### src/rtl/enigma_block_serializer_if.sv
// Byte-stream interface carrying serialized cipher blocks downstream.
// The serializer drives data/valid/first/last; the consumer drives ready.
interface enigma_block_serializer_if;
    logic [7:0] out_data;
    logic       out_valid;
    logic       out_ready;
    logic       out_first;
    logic       out_last;

    modport master (
        output out_data,
        output out_valid,
        output out_first,
        output out_last,
        input  out_ready
    );

    modport slave (
        input  out_data,
        input  out_valid,
        input  out_first,
        input  out_last,
        output out_ready
    );
endinterface

### src/rtl/enigma_block_serializer.sv
// Output-side serializer for the 16-byte cipher datapath. Captures a 4x4
// result block plus its mode tag and streams it as an optional header byte
// followed by 16 data bytes (w0..w3, x0..x3, y0..y3, z0..z3). An active and
// a pending slot let the next block be handed over while the current drains.
module enigma_block_serializer #(
    parameter bit         HEADER_EN = 1'b1,
    parameter logic [7:0] HDR_BASE  = 8'hA0
) (
    input  logic       clk,
    input  logic       rst,
    input  logic       load,
    input  logic       mode_in,
    input  logic [7:0] w0, w1, w2, w3,
    input  logic [7:0] x0, x1, x2, x3,
    input  logic [7:0] y0, y1, y2, y3,
    input  logic [7:0] z0, z1, z2, z3,
    output logic       load_rdy,
    output logic       busy,
    output logic       overflow,
    input  logic       clr_ovf,
    enigma_block_serializer_if.master strm
);

    typedef enum logic [1:0] {
        IDLE = 2'd0,
        HDR  = 2'd1,
        DATA = 2'd2
    } state_t;

    // A freshly activated block starts at its header, or straight at w0.
    localparam state_t START_ST = HEADER_EN ? HDR : DATA;

    // Byte index 0 is w0, index 15 is z3.
    logic [15:0][7:0] in_blk;
    assign in_blk = {z3, z2, z1, z0, y3, y2, y1, y0,
                     x3, x2, x1, x0, w3, w2, w1, w0};

    // Registered state
    state_t           state;
    logic [3:0]       cnt;
    logic [15:0][7:0] act_blk;
    logic             act_mode;
    logic [15:0][7:0] pend_blk;
    logic             pend_mode;
    logic             pend_full;

    // Next-state values
    state_t           nxt_state;
    logic [3:0]       nxt_cnt;
    logic [15:0][7:0] nxt_act_blk;
    logic             nxt_act_mode;
    logic [15:0][7:0] nxt_pend_blk;
    logic             nxt_pend_mode;
    logic             nxt_pend_full;
    logic [7:0]       nxt_data;
    logic             nxt_first;
    logic             nxt_last;
    logic             nxt_ovf;

    logic xfer;
    logic wrap;
    logic load_acc;
    logic load_drop;
    logic act_free;

    // Handshake events, slot bookkeeping and next output values.
    always_comb begin
        // NOTE: every signal written here gets a default first so that no
        // path leaves it unassigned, which would infer a latch.
        xfer          = strm.out_valid && strm.out_ready;
        wrap          = xfer && (state == DATA) && (cnt == 4'd15);
        load_acc      = load && load_rdy;
        load_drop     = load && !load_rdy;
        // Active slot is empty now, or empties on this edge with nothing
        // pending to take its place.
        act_free      = (state == IDLE) || (wrap && !pend_full);

        nxt_state     = state;
        nxt_cnt       = cnt;
        nxt_act_blk   = act_blk;
        nxt_act_mode  = act_mode;
        nxt_pend_blk  = pend_blk;
        nxt_pend_mode = pend_mode;
        nxt_pend_full = pend_full;

        case (state)
            IDLE: begin
                if (load_acc) begin
                    nxt_act_blk  = in_blk;
                    nxt_act_mode = mode_in;
                    nxt_state    = START_ST;
                    nxt_cnt      = 4'd0;
                end
            end
            HDR: begin
                if (xfer) begin
                    nxt_state = DATA;
                    nxt_cnt   = 4'd0;
                end
            end
            DATA: begin
                if (xfer) begin
                    if (cnt == 4'd15) begin
                        nxt_cnt = 4'd0;
                        if (pend_full) begin
                            // Promote pending without a bubble.
                            nxt_act_blk   = pend_blk;
                            nxt_act_mode  = pend_mode;
                            nxt_pend_full = 1'b0;
                            nxt_state     = START_ST;
                        end else if (load_acc) begin
                            // A load landing on the final byte goes straight
                            // to active so it is not stranded in pending.
                            nxt_act_blk  = in_blk;
                            nxt_act_mode = mode_in;
                            nxt_state    = START_ST;
                        end else begin
                            nxt_state = IDLE;
                        end
                    end else begin
                        nxt_cnt = cnt + 4'd1;
                    end
                end
            end
            default: begin
                nxt_state = IDLE;
                nxt_cnt   = 4'd0;
            end
        endcase

        if (load_acc && !act_free) begin
            nxt_pend_blk  = in_blk;
            nxt_pend_mode = mode_in;
            nxt_pend_full = 1'b1;
        end

        case (nxt_state)
            HDR:     nxt_data = HDR_BASE | {7'b0, nxt_act_mode};
            DATA:    nxt_data = nxt_act_blk[nxt_cnt];
            default: nxt_data = 8'h00;
        endcase
        nxt_first = (nxt_state == HDR) ||
                    ((nxt_state == DATA) && (nxt_cnt == 4'd0) && !HEADER_EN);
        nxt_last  = (nxt_state == DATA) && (nxt_cnt == 4'd15);

        // A new drop wins over a simultaneous clear.
        if (load_drop)
            nxt_ovf = 1'b1;
        else if (clr_ovf)
            nxt_ovf = 1'b0;
        else
            nxt_ovf = overflow;
    end

    // FSM, slot flags and registered stream outputs.
    always_ff @(posedge clk or posedge rst) begin
        // NOTE: non-blocking assignments so every register samples the
        // pre-edge values and all of them update together.
        if (rst) begin
            state          <= IDLE;
            cnt            <= 4'd0;
            pend_full      <= 1'b0;
            load_rdy       <= 1'b1;
            busy           <= 1'b0;
            overflow       <= 1'b0;
            strm.out_valid <= 1'b0;
            strm.out_data  <= 8'h00;
            strm.out_first <= 1'b0;
            strm.out_last  <= 1'b0;
        end else begin
            state          <= nxt_state;
            cnt            <= nxt_cnt;
            pend_full      <= nxt_pend_full;
            load_rdy       <= !nxt_pend_full;
            busy           <= (nxt_state != IDLE);
            overflow       <= nxt_ovf;
            strm.out_valid <= (nxt_state != IDLE);
            strm.out_data  <= nxt_data;
            strm.out_first <= nxt_first;
            strm.out_last  <= nxt_last;
        end
    end

    // Block payload storage for both slots.
    always_ff @(posedge clk) begin
        // NOTE: payload storage is deliberately not reset; it is only ever
        // read while the FSM or the pending flag marks the slot occupied.
        act_blk   <= nxt_act_blk;
        act_mode  <= nxt_act_mode;
        pend_blk  <= nxt_pend_blk;
        pend_mode <= nxt_pend_mode;
    end

endmodule

### src/flat_wrapper.sv
// flat-port wrapper written by rule: the top's interface ports become plain ports
module enigma_block_serializer_flat 
#(
    parameter bit         HEADER_EN = 1'b1,
    parameter logic [7:0] HDR_BASE  = 8'hA0
)
  (clk, rst, load, mode_in, w0, w1, w2, w3, x0, x1, x2, x3, y0, y1, y2, y3, z0, z1, z2, z3, load_rdy, busy, overflow, clr_ovf, strm_out_data, strm_out_valid, strm_out_first, strm_out_last, strm_out_ready);
  enigma_block_serializer_if strm_i ();
  input  logic clk;
  input  logic rst;
  input  logic load;
  input  logic mode_in;
  input  logic [7:0] w0;
  input  logic [7:0] w1;
  input  logic [7:0] w2;
  input  logic [7:0] w3;
  input  logic [7:0] x0;
  input  logic [7:0] x1;
  input  logic [7:0] x2;
  input  logic [7:0] x3;
  input  logic [7:0] y0;
  input  logic [7:0] y1;
  input  logic [7:0] y2;
  input  logic [7:0] y3;
  input  logic [7:0] z0;
  input  logic [7:0] z1;
  input  logic [7:0] z2;
  input  logic [7:0] z3;
  output logic load_rdy;
  output logic busy;
  output logic overflow;
  input  logic clr_ovf;
  output wire logic [$bits(strm_i.out_data)-1:0] strm_out_data;
  output wire logic [$bits(strm_i.out_valid)-1:0] strm_out_valid;
  output wire logic [$bits(strm_i.out_first)-1:0] strm_out_first;
  output wire logic [$bits(strm_i.out_last)-1:0] strm_out_last;
  input wire logic [$bits(strm_i.out_ready)-1:0] strm_out_ready;
  assign strm_out_data = strm_i.out_data;
  assign strm_out_valid = strm_i.out_valid;
  assign strm_out_first = strm_i.out_first;
  assign strm_out_last = strm_i.out_last;
  assign strm_i.out_ready = strm_out_ready;
  enigma_block_serializer #(.HEADER_EN(HEADER_EN), .HDR_BASE(HDR_BASE)) u_core (.clk(clk), .rst(rst), .load(load), .mode_in(mode_in), .w0(w0), .w1(w1), .w2(w2), .w3(w3), .x0(x0), .x1(x1), .x2(x2), .x3(x3), .y0(y0), .y1(y1), .y2(y2), .y3(y3), .z0(z0), .z1(z1), .z2(z2), .z3(z3), .load_rdy(load_rdy), .busy(busy), .overflow(overflow), .clr_ovf(clr_ovf), .strm(strm_i));
endmodule
### config.mk
export PLATFORM = sky130hd
export DESIGN_NAME = enigma_block_serializer_flat
export DESIGN_NICKNAME = d
export VERILOG_FILES = /design/src/rtl/enigma_block_serializer_if.sv /design/src/rtl/enigma_block_serializer.sv /design/src/flat_wrapper.sv
export SDC_FILE = /design/constraint.sdc
export NUM_CORES = 1
export LEC_CHECK = 0
export CAP_MARGIN = 30
export CORE_MARGIN = 5
export CORE_UTILIZATION = 55
export CTS_CLUSTER_DIAMETER = 150
export DETAILED_ROUTE_END_ITERATION = 16
export GPL_TIMING_DRIVEN = 0
export PLACE_DENSITY = 0.91
export SYNTH_ARGS = -nofsm -noshare
export SYNTH_HDL_FRONTEND = slang
export SYNTH_SLANG_ARGS = --single-unit
### constraint.sdc
create_clock -name clk -period 11.6 [get_ports clk]
set_input_delay 1.74 -clock clk [delete_from_list [all_inputs] [get_ports clk]]
set_output_delay 1.74 -clock clk [all_outputs]
set_load 0.05 [all_outputs]
# Word level (Yosys, flattened, before mapping)
# Cells that the tools add are included.
[totals] regBits=278
[classes] n_addsub=1 n_lt_le_gt_ge=1 eq_ne=6 muxes=31 reduce_logical=16
[op_table] op="$mux 128" count=4
[op_table] op="$pmux 128 s2" count=1
[op_table] op="$bmux 8 s4" count=1
[op_table] op="$mux 4" count=4
[op_table] op="$pmux 8 s2" count=1
[op_table] op="$pmux 4 s3" count=1
[op_table] op="$mux 1" count=11
[op_table] op="$mux 2" count=5
[op_table] op="$eq 4x4->1 const B" count=2
[op_table] op="$logic_and 1x1->1" count=8
[op_table] op="$mux 8" count=1
[op_table] op="$pmux 2 s3" count=1
[op_table] op="$lt 4x5->1 const B" count=1
[op_table] op="$add 4x1->4 const B" count=1
[op_table] op="$eq 2x1->1 const B" count=2
[op_table] op="$eq 2x2->1 const B" count=2
[op_table] op="$logic_not 1->1" count=4
[op_table] op="$reduce_bool 2->1" count=2
[op_table] op="$logic_not 2->1" count=1
[op_table] op="$pmux 1 s2" count=1
[op_table] op="$logic_or 1x1->1" count=1

# Longest topological paths before layout
# Gate-level depths: netlist (run 1).
[logic_depth] ltp_word=9 depth_mapped=15

# Worst setup path before layout (run 1)
# No wires, ideal clock.
[synth_timing] path_kind="input-to-reg" from="in strm_out_ready" to="reg u_core.pend_blk[0] (netlist name) (enable)" setup_ns=0.661 arrival_ns=8.674 required_time_ns=10.939 path_slack_ns=2.264 path_stages=6 path_buffers=2 cell_sequence="and2_4 -> buf_6 -> nand2_2 -> buf_2 -> o21ai_0 -> a21oi_1"
[synth_between] elab_chain_cells=7
[synth_rtl] element="start: declaration" line_no="flat_wrapper.sv:37" text="input wire logic [$bits(strm_i.out_ready)-1:0] strm_out_ready;"
[synth_rtl] element="$logic_and 1x1->1" line_no="enigma_block_serializer.sv:70" text="xfer = strm.out_valid && strm.out_ready;"
[synth_rtl] element="$logic_and 1x1->1 (2 in series)" line_no="enigma_block_serializer.sv:71" text="wrap = xfer && (state == DATA) && (cnt == 4'd15);"
[synth_rtl] element="$logic_and 1x1->1" line_no="enigma_block_serializer.sv:76" text="act_free = (state == IDLE) || (wrap && !pend_full);"
[synth_rtl] element="$logic_or 1x1->1" line_no="enigma_block_serializer.sv:76"
[synth_rtl] element="$logic_not 1->1" line_no="enigma_block_serializer.sv:131" text="if (load_acc && !act_free) begin"
[synth_rtl] element="$logic_and 1x1->1" line_no="enigma_block_serializer.sv:131"
[synth_rtl] element="end signal: assignment" line_no="enigma_block_serializer.sv:190" text="pend_blk <= nxt_pend_blk;"
[synth_rtl] element="end: declaration" line_no="enigma_block_serializer.sv:43" text="logic [15:0][7:0] pend_blk;"
# Every way passes these cells.
# A chain may end at the register's enable or synchronous reset.

# Worst setup path after layout (run 1)
[layout_timing] from="in strm_out_ready" to="reg u_core.strm.out_data[4]"
[layout_between] elab_chain_cells=6 word_cells_on_any_way=14 classes_between="eq/ne (2); mux (11); reduce/logical (1)"
[layout_rtl] element="$logic_and 1x1->1 *" line_no="enigma_block_serializer.sv:70"
[layout_rtl] element="$mux 4, or another cell as far along" line_no="enigma_block_serializer.sv:102" text="if (xfer) begin"
[layout_rtl] element="$pmux 4 s3 / $pmux 128 s2 (equally long branches)" line_no="enigma_block_serializer.sv:86" text="case (state)"
[layout_rtl] element="$bmux 8 s4" line_no="enigma_block_serializer.sv:139" text="DATA: nxt_data = nxt_act_blk[nxt_cnt];"
[layout_rtl] element="$mux 8 (not written as such)" line_no="enigma_block_serializer.sv:139"
[layout_rtl] element="$pmux 8 s2 *" line_no="enigma_block_serializer.sv:137" text="case (nxt_state)"
[layout_rtl] element="named net u_core.nxt_data[4]" line_no="enigma_block_serializer.sv:55" text="logic [7:0] nxt_data;"
[layout_rtl] element="end signal: assignment" line_no="enigma_block_serializer.sv:178" text="strm.out_data <= nxt_data;"
[layout_rtl] element="end: declaration" line_no="enigma_block_serializer_if.sv:11" text="output out_data,"
# Mark *: on every way through the listed nets, which the timed path passes. The rest lies on a longest branch. The select of a mux whose other input is x is not followed.

==> results.yml, run 1 <==
grt:
  overflow: 0
  grt_max_degree: 23
  antenna_found_initial: 2
  grt_util_all_layers_pct: 31.4
  grt_pass1_vias: 10797
  grt_pass1_wl_um: 60500
floorplan:
  initial_core_util_pct: 55.6
  num_rows: 54
  die_h_um: 158
  die_w_um: 158
  core-area_mm2: 0.0218
  ios: 148
  die_area_mm2: 0.0251
placement:
  dpl.cell_count: 1578
  placed_area_mm2: 0.0141
  io_buffers: 147
  gp_congestion: 0.967
  pre_cts_ws_ps: 6080
  hpwl_um: 29300
final_layout:
  syn2layout_area_growth_pct: 23.8
  drive_gt1_share_pct: 10.7
  fin_nets: 1466
  fillers: 1563
  finalNonFillerCells: 1631
  final_cell_area_mm2: 0.0150
  final_core_util_pct: 68.8
yosys:
  synthMuxAreaShare_pct: 2.73
  synth_ff_type: "edfxtp_1"
  synth_edf_count: 129
  synth-xor-area-share_pct: 0
  synth_top_area_cell: "edfxtp_1"
  synth_area_mm2: 0.0121
  synthDistinctLibCells: 83
  synth_nets: 1283
  async_flop_share_pct: 7.19
  avgSynthCellArea_um2: 10.6
  synth-simple-area-share_pct: 11.9
  ys_seq_area_share_pct: 57.5
  synth_compound_area_share_pct: 22.9
  synth.area.top_cells: "edfxtp_1 (32%), dfxtp_1 (21%), o22ai_1 (5.1%)"
  synth_top_family_by_area: "compound AO/OA/AOI/OAI gates"
  syn_inst: 1145
  ys_ff_latch: 278
  synth.top_cells.by_count: "nor2_1 (141), dfxtp_1 (129), edfxtp_1 (129)"
  ys_warn_count: 0
  yosysMostFrequentCell: "nor2_1"
  synthDominantCellAreaShare_pct: 32.0
  synthAdderAreaFrac_pct: 0.414
clocking:
  cts_setup_buffers: 0
  clkTransAtPathRegs_ps: 60
  cts_buffer_depth: 3
  cts_tree: "done"
  cts_root_buffer: "clkbuf_16"
  cts_buffers: 28
  cts_resized: 0
  cts_num_sinks: 278
  clkLatencyLatePin_ps: 550
  cts-hold-fix-buffers: 0
  cts_max_level: 1
drt:
  route.detailed.drc: 0
  dr.pass1.iters: 9
  ant_nets: 0
  first_iter_violations: 1487
  routed_via_density: 6.76
  wl_per_cell_um: 25.0
  wl_um: 40800
  dr_total_vias: 11021
run:
  drv_cap: 0
timing:
  setup_tns_ps: 0
  period_minus_slack_ps: 5060
  max_freq_mhz: 198
  fin_crit_sh_pct: 43.6
  maxSlewViolCount: 0
  setup_slack_ps: 6540
  rsz0062_at_grt: "no"
  slew_headroom_pct: 41.9
  setup_viol: 0
  worst_pin_slew_ps: 870
  hold_violations: 0
  clock-skew-final_ps: 13.3
worst_setup_path:
  crit_fanout: 10
  worstReg2RegStart: "u_core.cnt[0]"
  r2r_end: "u_core.strm.out_data[4]"
  cp-end-kind: "flip-flop"
  arrival_ps: 5520
  required_ps: 12060
  worst_r2r_path_depth: 15
  crit_type: "in -> reg"
  r2r_slack_ps: 7500
  crit_path_start_kind: "input port"
power_and_ir_drop:
  leakage_uw: 0.00562
  p_sw_share_pct: 39.9
  seqPwrFrac_pct: 36.2
  internal_power_uw: 2350
  p_sw_uw: 1550
  pwr-share-comb_pct: 41.4
  powerDensity_mw_per_mm2: 260
  ir_drop_uv: 135
  clock_power_share_pct: 22.3
hold_path:
  min_path_cells: 2
  hold_path_startpoint: "u_core.act_blk[102]"
  hold_class: "reg -> reg"
  worst_hold_path.endpoint: "u_core.act_blk[102]"
outcome:
  outcome: "completed"
-- placed cells by master (no fill, tap or decap), drive strengths merged, types with 8 or more instances in the layout --
| cell | instances |
|---|---|
| o221a | 10 |
| o211ai | 11 |
| edfxtp | 129 |
| o22ai | 100 |
| clkbuf | 78 |
| and3 | 9 |
| buf | 58 |
| o221ai | 15 |
| a21oi | 59 |
| or2 | 13 |
| nand2 | 91 |
| a221o | 8 |
| nand3 | 14 |
| a211o | 10 |
| o21ai | 58 |
| dfrtp | 19 |
| dfxtp | 129 |
| inv | 36 |
| a22oi | 20 |
| a32oi | 9 |
| a221oi | 11 |
| mux2 | 8 |
| nor3 | 17 |
| clkdlybuf4s50 | 147 |
| a222oi | 9 |
| mux2i | 24 |
| nor2 | 144 |
-- area by class of cell --
cell class	instances	area (um2)	share of cell area [%]
Antenna cell	1	2.50	0.0167
Buffer	83	415	2.77
Clock buffer	47	843	5.63
Clock inverter	5	38.8	0.259
Inverter	36	135	0.902
Multi-Input combinational cell	748	4600	30.7
Sequential cell	278	6960	46.5
Tap cell	280	350	2.34
Timing Repair Buffer	153	1640	10.9
-- routing by layer --
| metal | track usage (%) | routed length (um) | up-vias | share of wire [%] |
|---|---|---|---|---|
| met5 | 0 | 0 | - | 0 |
| met4 | 14.3 | 2130 | 0 | 5.2 |
| met3 | 7.67 | 5080 | 179 | 12 |
| met2 | 51.0 | 19000 | 871 | 47 |
| met1 | 39.9 | 14600 | 5232 | 36 |
| li1 | - | - | 4739 | - |
-- metrics by stage --
| stage | power [uW] | hold WS, ps |
|---|---|---|
| 3_3_place_gp | 2900 | 440 |
| 6_report | 3900 | 468 |
| 5_1_grt | 4040 | 498 |
| 4_1_cts | 3830 | 468 |
| 2_1_floorplan | 2400 | 427 |
| 3_5_place_dp | 2960 | 452 |
-- registers in the layout (all words and copies together) (netlist names), 2 cells and up --
name / count
u_core.cnt: 4
u_core.strm.out_data: 8
u_core.state: 2
u_core.pend_blk: 128
u_core.act_blk: 128
-- power groups by stage --
| stage | registers (uW) | clock network, uW | logic, uW |
|---|---|---|---|
| 3_5_place_dp | 1420 | 0 | 1540 |
| 2_1_floorplan | 1440 | 0 | 951 |
| 6_report | 1410 | 871 | 1620 |
| 4_1_cts | 1410 | 873 | 1550 |
| 5_1_grt | 1430 | 917 | 1690 |
| 3_3_place_gp | 1430 | 0 | 1480 |
-- critical path, stage by stage --
cell and delay (ps):
clkdlybuf4s50_1 530, and2_4 200, buf_6 140, a31o_2 280, and2_1 190, buf_4 180, buf_6 150, buf_4 190
a21oi_1 250, ha_1 350, nand2_1 180, nor2_1 480, o21ai_0 220, or2_0 250, o22ai_1 190
-- worst max-delay path by stage --
stage / from / end / cells past startpoint
after floorplan: strm_out_ready / u_core.pend_blk[0] / 6
after global placement: strm_out_ready / u_core.pend_blk[118] / 7
after detailed placement: strm_out_ready / u_core.strm.out_data[4] / 15
after CTS: strm_out_ready / u_core.strm.out_data[4] / 15
after global routing: strm_out_ready / u_core.strm.out_data[4] / 15
final: strm_out_ready / u_core.strm.out_data[4] / 15
-- cell families after synthesis --
kind of cell	Yosys count
fa+ha+maj	4
buf+inv	119
mux	32
compound gates	392
flops	278
simple gates	320
No activity file was read; power rests on OpenSTA's default activity.
==> run 2, diff against run 1 <==
Settings changed: CORE_UTILIZATION 55 to 50, PLACE_DENSITY 0.91 to 0.88.
Clock period 11.6 ns to 4.6 ns, I/O delays scaled along.
==> results.yml, run 2 (synthesized netlist as in run 1, its figures left out) <==
outcome:
  outcome: "completed"
placement:
  dpl.cell_count: 1621
  pre_cts_ws_ps: 153
  io_buffers: 147
  gp_congestion: 0.989
  hpwl_um: 29200
worst_setup_path:
  cp-end-kind: "flip-flop"
  crit_type: "reg -> reg"
  cpPeakStageDelay_ps: 480
  worst_r2r_path_depth: 15
  arrival_ps: 4560
  worstReg2RegStart: "u_core.cnt[0]"
  required_ps: 5060
  crit_fanout: 10
  r2r_end: "u_core.strm.out_data[1]"
  r2r_slack_ps: 500
  cp_cell_sequence: "ha_1, and3_1, buf_2, a31o_2, and2_1, buf_4, buf_6, buf_4, a21oi_1, ha_1, nand2_1, nor2_1, o21a_1, o2111ai_1, o211ai_1"
  cpMaxStageDelayCell: "nor2_1"
  crit_path_start_kind: "flip-flop"
timing:
  maxSlewViolCount: 0
  setup_slack_ps: 499
  fin_crit_sh_pct: 89.2
  hold_violations: 0
  hold_ws_ps: 471
  period_minus_slack_ps: 4100
  worst_pin_slew_ps: 983
  slew_headroom_pct: 34.3
  setup_tns_ps: 0
  setup_viol: 0
  rsz0062_at_grt: "no"
  max_freq_mhz: 244
  clock-skew-final_ps: 18.2
final_layout:
  drive_gt1_share_pct: 10.9
  reg_top3: "u_core.act_blk x128, u_core.pend_blk x128, u_core.strm.out_data x8"
  mostFrequentLayoutCells: "clkdlybuf4s50_1 (147), nor2_1 (141), dfxtp_1 (129), edfxtp_1 (129), o22ai_1 (99)"
  finalNonFillerCells: 1676
  final_common_cell: "clkdlybuf4s50_1"
  syn2layout_area_growth_pct: 24.5
  fin_nets: 1466
clocking:
  cts_buffers: 29
  clkTransAtPathRegs_ps: 60
  cts_resized: 0
  cts_tree: "done"
  cts_max_level: 1
  cts_buffer_depth: 3
  cts_root_buffer: "clkbuf_16"
  cts_num_sinks: 278
  cts-hold-fix-buffers: 0
  cts_setup_buffers: 0
  clkLatencyLatePin_ps: 570
drt:
  wl_um: 40900
  first_iter_violations: 1740
  ant_nets: 0
  wl_per_cell_um: 24.4
  dr.pass1.iters: 6
  route.detailed.drc: 0
  routed_via_density: 6.56
  dr_total_vias: 10989
hold_path:
  min_path_cells: 2
  hold_class: "reg -> reg"
  hold_path_startpoint: "u_core.act_blk[6]"
  worst_hold_path.endpoint: "u_core.act_blk[6]"
power_and_ir_drop:
  pwr-share-comb_pct: 40.7
  seqPwrFrac_pct: 35.6
  internal_power_uw: 6040
  powerDensity_mw_per_mm2: 663
  p_sw_uw: 3940
  leakage_uw: 0.00564
  ir_drop_uv: 310
  clock_power_share_pct: 23.7
  p_sw_share_pct: 39.5
floorplan:
  die_area_mm2: 0.0274
  ios: 148
  initial_core_util_pct: 50.3
  num_rows: 57
  die_w_um: 166
  core-area_mm2: 0.0240
  die_h_um: 166
grt:
  antenna_found_initial: 2
  grt_pass1_vias: 10496
  grt_pass1_wl_um: 61100
  overflow: 0
  grt_util_all_layers_pct: 29.1
  grt_max_degree: 30
run:
  drv_cap: 0
## run 2: cell count changes in the layout (fill, tap and decap cells not counted), sizes merged
| cell | before | now |
|---|---|---|
| clkbuf | 78 | 72 |
| clkinv | 4 | 7 |
| buf | 58 | 57 |
| bufinv | 0 | 3 |
| inv | 36 | 37 |
| diode | 1 | 2 |
## run 2: area by class of cell
cell class                      count  area [um2]
Clock buffer                       41         801
Timing Repair Buffer              152        1590
Inverter                           36         135
Antenna cell                        2        5.00
Fill cell                        1930        8980
Buffer                             83         415
Sequential cell                   278        6960
Tap cell                          324         405
Multi-Input combinational cell    748        4600
Clock inverter                     12         151
## run 2: metal layers
| metal | part of all wire (%) | vias up | global-route usage, % |
|---|---|---|---|
| met5 | 0.022 | - | 0 |
| met3 | 12 | 179 | 6.80 |
| met2 | 45 | 879 | 46.1 |
| li1 | - | 4753 | - |
| met4 | 5.1 | 2 | 12.2 |
| met1 | 38 | 5176 | 38.5 |
## run 2: worst max-delay path by stage
stage,start,endpoint,slack (ps),cells after the start
2_1_floorplan,u_core.busy,u_core.pend_blk[0],530,6
3_3_place_gp,strm_out_ready,u_core.pend_blk[4],-1340,7
3_5_place_dp,strm_out_ready,u_core.strm.out_data[3],150,15
4_1_cts,u_core.cnt[0],u_core.strm.out_data[3],640,15
5_1_grt,u_core.cnt[0],u_core.strm.out_data[4],400,15
6_report,u_core.cnt[0],u_core.strm.out_data[1],500,15
## run 2: power by group through the flow
stage | logic [uW] | clock network, uW | registers [uW]
finish | 4060 | 2370 | 3560
global route | 4240 | 2480 | 3610
CTS | 3900 | 2370 | 3540
detailed placement | 3860 | 0 | 3590
global placement | 3750 | 0 | 3560
floorplan | 2400 | 0 | 3620
## run 2: stage by stage
step	total power, uW	instance area (um2)	utilization [%]
finish	9980	15100	62.6
global placement	7320	14000	58.2
detailed placement	7450	14100	58.7
CTS	9810	15000	62.6
floorplan	6020	12100	-
global route	10300	15000	62.6
## run 2: worst max-delay path, delay by kind of cell, from the launching register on
family / cells / cell delay [ps]
AND/OR/NAND/NOR: 4 / 1050
AO/OA/AOI/OAI: 5 / 1170
buffers and inverters: 4 / 700
flip-flops: 1 / 430
adder cells (fa/ha/maj): 2 / 630
==> run 3, diff against run 2 <==
Settings changed: MAX_ROUTING_LAYER set to met4.
==> results.yml, run 3 (synthesized netlist as in run 1, its figures left out) <==
clocking:
  cts_root_buffer: "clkbuf_16"
  cts_max_level: 1
  cts_buffers: 29
  clkTransAtPathRegs_ps: 60
  cts_resized: 0
  cts_num_sinks: 278
  clkLatencyLatePin_ps: 570
  cts_tree: "done"
  cts_buffer_depth: 3
  cts-hold-fix-buffers: 0
  cts_setup_buffers: 0
timing:
  setup_viol: 0
  hold_ws_ps: 462
  slew_headroom_pct: 37.1
  clock-skew-final_ps: 20.4
  worst_pin_slew_ps: 938
  period_minus_slack_ps: 4130
  rsz0062_at_grt: "no"
  max_freq_mhz: 242
  setup_slack_ps: 468
  fin_crit_sh_pct: 89.8
  hold_violations: 0
  maxSlewViolCount: 0
power_and_ir_drop:
  leakage_uw: 0.00562
  ir_drop_uv: 324
  powerDensity_mw_per_mm2: 656
drt:
  dr.pass1.iters: 6
  wl_per_cell_um: 24.8
  routed_via_density: 6.47
  route.detailed.drc: 0
  ant_nets: 0
  first_iter_violations: 1679
  dr_total_vias: 10848
  wl_um: 41600
worst_setup_path:
  r2r_slack_ps: 470
  required_ps: 5090
  arrival_ps: 4620
  cp-end-kind: "flip-flop"
  crit_path_start_kind: "flip-flop"
  crit_type: "reg -> reg"
  crit_fanout: 10
final_layout:
  reg_top3: "u_core.act_blk x128, u_core.pend_blk x128, u_core.strm.out_data x8"
  mostFrequentLayoutCells: "clkdlybuf4s50_1 (147), nor2_1 (141), dfxtp_1 (129), edfxtp_1 (129), o22ai_1 (99)"
  final_common_cell: "clkdlybuf4s50_1"
  syn2layout_area_growth_pct: 24.2
  fin_nets: 1466
  fillers: 1898
  drive_gt1_share_pct: 11.0
floorplan:
  die_area_mm2: 0.0274
  initial_core_util_pct: 50.3
  num_rows: 57
  die_h_um: 166
  core-area_mm2: 0.0240
  die_w_um: 166
  ios: 148
hold_path:
  hold_class: "reg -> reg"
placement:
  pre_cts_ws_ps: 103
  gp_congestion: 0.981
  io_buffers: 147
  hpwl_um: 29900
grt:
  grt_pass1_vias: 10647
  overflow: 0
  antenna_found_initial: 2
  grt_pass1_wl_um: 62400
  grt_util_all_layers_pct: 30.5
  grt_max_degree: 29
outcome:
  outcome: "completed"
run:
  drv_cap: 0
[run 3: final timing paths]
kind	startpoint	to	cells after the start
max reg2reg	u_core.cnt[0]	u_core.strm.out_data[3]	15
min reg2reg	u_core.act_blk[14]	u_core.act_blk[14]	2
min in group asynchronous	rst	u_core.strm.out_data[5]	2
max in group asynchronous	rst	u_core.cnt[2]	2
min	u_core.act_blk[14]	u_core.act_blk[14]	2
max	u_core.cnt[0]	u_core.strm.out_data[3]	15
[run 3: layout make-up]
cell class                 count  area (um2)  area share, %
tap                          324         405           2.70
clock buffer                  42         835           5.56
multi-input combinational    748        4600           30.6
clock inverter                12        73.8          0.492
timing repair buffer         152        1590           10.6
sequential                   278        6960           46.3
antenna                        1        2.50         0.0167
buffer                        83         415           2.77
inverter                      36         135          0.900
[run 3: power breakdown]
part | total, uW | internal (uW) | switching (uW)
logic | 4050 | 1390 | 2660
registers | 3560 | 3270 | 288
clock network | 2240 | 1260 | 977
total | 9850 | 5920 | 3930
[run 3: critical path: stages, from the launching register on]
cell	delay, ps
dfrtp_1	440
ha_1	290
and3_1	190
buf_2	160
a31o_2	300
and2_1	200
buf_4	190
buf_6	160
buf_4	190
a21oi_1	250
ha_1	350
nand2_1	190
nor2_1	500
o21ai_0	190
a211o_1	320
o22ai_1	120
[run 3: metal layers]
metal  GRT usage, %  vias up  share of wire (%)
met5              -        -                  0
met4           11.9        0                4.5
met3           5.49      140                 11
met2           47.7      772                 46
met1           39.9     5185                 39
li1               -     4751                  -
[run 3: stage by stage]
stage / instance area [um2] / util (%) / TNS, ps / cells / total power [uW]
floorplan: 12100 / - / 0 / 1145 / 6020
global placement: 14000 / 58.2 / -176690 / 1616 / 7350
detailed placement: 14100 / 58.7 / 0 / 1621 / 7480
CTS: 15000 / 62.5 / 0 / 1675 / 9720
global route: 15000 / 62.5 / 0 / 1676 / 10200
finish: 15000 / 62.5 / 0 / 1676 / 9850
